$ cat src/rtl/iq_packetizer.sv
// Packs IQ sample words from a show-ahead FIFO into fixed-size Ethernet/IPv4/UDP
// frames on a 32-bit Avalon-ST MAC transmit port; the MAC appends the FCS.
module iq_packetizer #(
    parameter logic [47:0] DST_MAC       = 48'hFFFFFFFFFFFF,
    parameter logic [47:0] SRC_MAC       = 48'h0200C0A8010A,
    parameter logic [31:0] SRC_IP        = 32'hC0A8010A,
    parameter logic [31:0] DST_IP        = 32'hC0A80101,
    parameter logic [15:0] SRC_PORT      = 16'd5000,
    parameter logic [15:0] DST_PORT      = 16'd5000,
    parameter int          PAYLOAD_WORDS = 256,
    parameter int          IDLE_GAP      = 4
) (
    input  logic        clk,
    input  logic        rstn,
    output logic        rd_en,
    input  logic [31:0] rd_data,
    input  logic        rd_dr,
    output logic        tx_clk,
    output logic [31:0] tx_data,
    output logic        tx_eop,
    output logic        tx_err,
    output logic [1:0]  tx_mod,
    input  logic        tx_rdy,
    output logic        tx_sop,
    output logic        tx_wren,
    output logic        crc_fwd,
    input  logic        a_full,
    input  logic        a_empty
);

    localparam logic [15:0] UDP_LEN  = 16'(10 + 4 * PAYLOAD_WORDS);
    localparam logic [15:0] IP_LEN   = 16'(UDP_LEN + 16'd20);
    localparam logic [10:0] PAY_LAST = 11'(PAYLOAD_WORDS - 1);
    localparam logic [15:0] GAP_LAST = 16'((IDLE_GAP > 0) ? IDLE_GAP - 1 : 0);
    localparam logic [3:0]  HDR_LAST = 4'd10;

    // Checksum field itself is zero and the id halfword contributes nothing.
    function automatic logic [15:0] ip_checksum();
        logic [31:0] s;
        s = 32'h4500 + 32'(IP_LEN) + 32'h4000 + 32'h4011
          + 32'(SRC_IP[31:16]) + 32'(SRC_IP[15:0])
          + 32'(DST_IP[31:16]) + 32'(DST_IP[15:0]);
        s = {16'h0, s[15:0]} + {16'h0, s[31:16]};
        s = {16'h0, s[15:0]} + {16'h0, s[31:16]};
        return ~s[15:0];
    endfunction

    localparam logic [15:0] IP_CSUM = ip_checksum();

    function automatic logic [31:0] hdr_word(input logic [3:0] h, input logic [15:0] seq);
        logic [31:0] w;
        case (h)
            4'd0:    w = DST_MAC[47:16];
            4'd1:    w = {DST_MAC[15:0], SRC_MAC[47:32]};
            4'd2:    w = SRC_MAC[31:0];
            4'd3:    w = 32'h0800_4500;
            4'd4:    w = {IP_LEN, 16'h0000};
            4'd5:    w = 32'h4000_4011;
            4'd6:    w = {IP_CSUM, SRC_IP[31:16]};
            4'd7:    w = {SRC_IP[15:0], DST_IP[31:16]};
            4'd8:    w = {DST_IP[15:0], SRC_PORT};
            4'd9:    w = {DST_PORT, UDP_LEN};
            4'd10:   w = {16'h0000, seq};
            default: w = 32'h0;
        endcase
        return w;
    endfunction

    typedef enum logic [1:0] {
        IDLE    = 2'd0,
        HEADER  = 2'd1,
        PAYLOAD = 2'd2,
        GAP     = 2'd3
    } state_t;

    state_t      state_q, state_d;
    logic [3:0]  h_q, h_d;
    logic [10:0] cnt_q, cnt_d;
    logic [15:0] gap_q, gap_d;
    logic [15:0] seq_q, seq_d;
    logic        beat;
    logic        unused_a_full;

    assign tx_clk        = clk;
    assign tx_err        = 1'b0;
    assign tx_mod        = 2'b00;
    assign crc_fwd       = 1'b0;
    assign unused_a_full = a_full;

    always_ff @(posedge clk) begin
        if (!rstn) begin
            state_q <= IDLE;
            h_q     <= 4'd0;
            cnt_q   <= 11'd0;
            gap_q   <= 16'd0;
            seq_q   <= 16'd0;
        end else begin
            state_q <= state_d;
            h_q     <= h_d;
            cnt_q   <= cnt_d;
            gap_q   <= gap_d;
            seq_q   <= seq_d;
        end
    end

    // Outputs are decoded from state so they hold while the MAC back-pressures.
    always_comb begin
        state_d = state_q;
        h_d     = h_q;
        cnt_d   = cnt_q;
        gap_d   = gap_q;
        seq_d   = seq_q;
        tx_data = 32'h0;
        tx_wren = 1'b0;
        tx_sop  = 1'b0;
        tx_eop  = 1'b0;
        rd_en   = 1'b0;
        beat    = 1'b0;
        case (state_q)
            IDLE: begin
                h_d   = 4'd0;
                cnt_d = 11'd0;
                if (!a_empty && rd_dr) begin
                    state_d = HEADER;
                end
            end
            HEADER: begin
                tx_data = hdr_word(h_q, seq_q);
                tx_wren = 1'b1;
                tx_sop  = (h_q == 4'd0);
                if (tx_rdy) begin
                    if (h_q == HDR_LAST) begin
                        state_d = PAYLOAD;
                        cnt_d   = 11'd0;
                    end else begin
                        h_d = h_q + 4'd1;
                    end
                end
            end
            PAYLOAD: begin
                // FIFO word goes straight out; a read only happens on an accepted beat.
                beat    = rd_dr & tx_rdy;
                tx_data = rd_data;
                tx_wren = beat;
                rd_en   = beat;
                tx_eop  = (cnt_q == PAY_LAST);
                if (beat) begin
                    if (cnt_q == PAY_LAST) begin
                        seq_d   = seq_q + 16'd1;
                        gap_d   = 16'd0;
                        state_d = GAP;
                    end else begin
                        cnt_d = cnt_q + 11'd1;
                    end
                end
            end
            GAP: begin
                if (gap_q == GAP_LAST) begin
                    state_d = IDLE;
                end else begin
                    gap_d = gap_q + 16'd1;
                end
            end
            default: state_d = IDLE;
        endcase
    end

endmodule

$ cat config.mk
export PLATFORM = sky130hd
export DESIGN_NAME = iq_packetizer
export DESIGN_NICKNAME = d
export VERILOG_FILES = /design/src/rtl/iq_packetizer.sv
export SDC_FILE = /design/constraint.sdc
export NUM_CORES = 1
export LEC_CHECK = 0
export CAP_MARGIN = 15
export CORE_UTILIZATION = 30
export DETAILED_ROUTE_END_ITERATION = 7
export HOLD_SLACK_MARGIN = 0.08
export SETUP_SLACK_MARGIN = 0.1
export SLEW_MARGIN = 5
export SYNTH_ARGS = -nofsm -noshare
export SYNTH_HDL_FRONTEND = slang
export SYNTH_SLANG_ARGS = --single-unit
$ cat constraint.sdc
create_clock -name clk -period 2 [get_ports clk]
set_input_delay 0.4 -clock clk [delete_from_list [all_inputs] [get_ports clk]]
set_output_delay 0.4 -clock clk [all_outputs]
set_load 0.005 [all_outputs]
==> summary.txt <==
Run status
  • Status: complete, but fails checks
  • Failing checks: DRC, setup timing

Global routing
  • Largest net degree at the start of global routing: 28
  • Vias in the first global route: 4221
  • Total grt overflow: 0
  • Initial antenna violation count: 0
  • First-pass GRT wire length: 19900 um
  • Total global-route track usage: 19.5%

Drt
  • Detailed-route DRC error count: 1
  • Via density: around 5.4
  • Overall routed net length: ~13000 um
  • Average wire per standard cell: approximately 16 um
  • Initial DRC count: between 200 and 300
  • Via count: ~4300
  • DRT antenna net count: 0
  • Drt pass-1 iters: 6

Floorplan
  • Die ar.: ~12000 sq um
  • IO Pins: 79
  • Core area: roughly 12000 sq um
  • Die height: 112 um
  • DIE WIDTH: roughly 110 um
  • Initial core utilization: 31.2%
  • Cell Rows: 39

CTS
  • Clock transition at the registers of the reported paths: 70 ps
  • Skew-Pair Late Insertion Delay: about 400 ps
  • Hold Buf Count CTS: 0
  • CTS tree: yes

Setup path
  • Delay of the slowest cell on the worst path: about 360 ps
  • Critical Path Fanout Max: 6
  • CP Data Arrival Time: between 2000 and 2500 ps
  • Cell with the largest stage delay on the worst path: dfxtp_4
  • WP data required: ~1600 ps
  • Crit Path Class: flip-flop to output pin
  • Most frequent CP cell: buf_6
  • Crit-path leading delay family: buffers and inverters
  • CP Launch Type: flip-flop
  • Worst Setup End Kind: output pin
  • Crit-path cells: buf_6 > ha_4 > nor4_4 > o22ai_2 > and2_4 > buf_8 > buf_6 > o21ai_2 > a21boi_1 > buf_2
  • Buf/Inv on CP: 4

Synth
  • Synth warn: 0
  • Yosys top cell area share: between 20% and 30%
  • Post-synth EDFFs: 0
  • Top FF cell, synth: dfxtp_1
  • Largest area contributor in the synthesized netlist: dfxtp_1
  • Post-Synthesis Cells: around 490
  • #FFs+latches synth: between 40 and 50
  • Synth cell count leaders: nand2_1 (68), dfxtp_1 (49), nor2_1 (38)
  • Async SR Flop Fraction: 0%
  • Top post-synthesis cells by area: dfxtp_1 (27%), nand2_1 (7.1%), a21oi_1 (4.7%)
  • Most frequent cell after synthesis: nand2_1
  • Distinct cells, synth: 64
  • Register area share after synthesis: between 20 and 30%
  • Synthesized area: 3610 sq um
  • Mapped Avg Cell Area: ~7.4 sq um

STA
  • Final Slew Violations: 0
  • Endpoints failing hold: 0
  • Final setup fails: 36
  • Total Neg Setup Slack: -13730 ps
  • Final Cycle Share: 126%
  • Worst setup margin: -519 ps
  • Hold WS: a little under 500 ps
  • Crit path time final: about 2500 ps
  • FMAX: 397 MHz
  • RSZ-0062 raised after global routing: true
  • Setup Skew: 9.88 ps

Cells and area
  • Final nets: 711
  • Area Overhead vs Synth: 68.1%
  • Number of antenna diodes: 0
  • Layout cell share with drive strength beyond 1: 44.0%
  • Filler Cell Count: slightly above 1000
  • Layout Utilization: between 50% and 60%
  • Post-route insts no fill: between 800 and 900

Power and ir drop
  • Worst VDD drop: approximately 0.53 mV
  • Power Density: about 860 nW/um^2
  • Design Power: approximately 5.2 mW
  • Leakage: around 2.4 nW

Place
  • HPWL reported at the end of detailed placement: 8590 um
  • Placed Cells incl. Taps: ~760
  • GPL Wtd Cong: approximately 0.87
  • Port Buf Inserts: 73

Min path
  • HP Class: flip-flop to flip-flop

Job
  • Max Cap Viol: 0
repair_timing:
action,CTS,global route
setup endpoints to repair,68,76
resized for setup,273,81
buffers inserted,18,15
pin swaps,41,54
gates cloned,1,1
path summary, 6_finish.rpt:
kind             from    endpoint  slack (ps)  depth (start not counted)
min          cnt_q[5]    cnt_q[5]         490                          2
min reg2reg  cnt_q[5]    cnt_q[5]         490                          2
max            h_q[0]  tx_data[0]        -520                         10
max reg2reg    h_q[0]  state_q[1]         -90                         11
report_power, final:
part / switching, mW / internal [mW]
combinational: 1.40 / 1.57
clock: 0.426 / 0.770
sequential: 0.0300 / 1.01
total: 1.86 / 3.35
worst reg2reg max path, stage by stage, from the launching register on:
cell      delay [ps]
dfxtp_4          360
inv_4             80
ha_4             190
buf_4            130
and3b_2          250
buf_6            140
buf_6            120
a21oi_1           80
a221oi_2         240
nand2_1          160
buf_6            150
mux2i_1          100
cell families after synthesis:
group                    share of synthesized area (%)
AO/OA/AOI/OAI                                     26.9
XOR/XNOR                                          3.64
adder cells (fa/ha/maj)                           4.16
buffers and inverters                             5.86
flip-flops                                        27.2
multiplexers                                     0.832
other                                            0.104
AND/OR/NAND/NOR                                   31.4
state kept, by name (all words and copies together), names as in the netlist:
register,cells
cnt_q,11
gap_q,16
h_q,4
seq_q,16
state_q,2
per-layer routing:
layer	vias to the layer above	global-route usage, %	part of all wire, %
met5	-	0	0
met4	0	7.66	1.5
met3	20	3.86	4.6
met2	94	33.5	51
met1	2069	23.9	43
li1	2135	-	-
through the flow:
| stage | cell area (sq um) | setup slack (ps) |
|---|---|---|
| 2_1_floorplan | 3660 | 77.9 |
| 3_3_place_gp | 5080 | -441 |
| 3_5_place_dp | 5080 | -491 |
| 4_1_cts | 5650 | -531 |
| 5_1_grt | 6070 | -601 |
| 6_report | 6070 | -519 |
layout make-up:
type                       count  area [sq um]  area share (%)
clock buffer                  10           224            3.69
clock inverter                 1          7.51           0.124
inverter                      13          56.3           0.927
multi-input combinational    395          2980            49.1
sequential                    49          1010            16.6
tap                          143           179            2.95
timing repair buffer         193          1620            26.7
placed cells by master, fill, tap and decap left out, types with 6 or more instances in the layout:
master,count
a21boi_1,15
o21a_1,7
buf_4,88
a31oi_1,7
nand4_1,16
o21ai_0,7
and2_1,9
xnor2_1,6
nand2_1,64
buf_6,30
o21ai_2,13
and2_4,7
a21oi_2,11
nor2_1,32
or3_1,6
dfxtp_1,34
a21boi_2,6
a21oi_1,21
dfxtp_2,12
inv_1,6
ha_4,7
buf_2,34
clkbuf_16,8
nand3_1,22
xor2_1,8
clkdlybuf4s50_1,36
(Power assumes the default switching activity.)
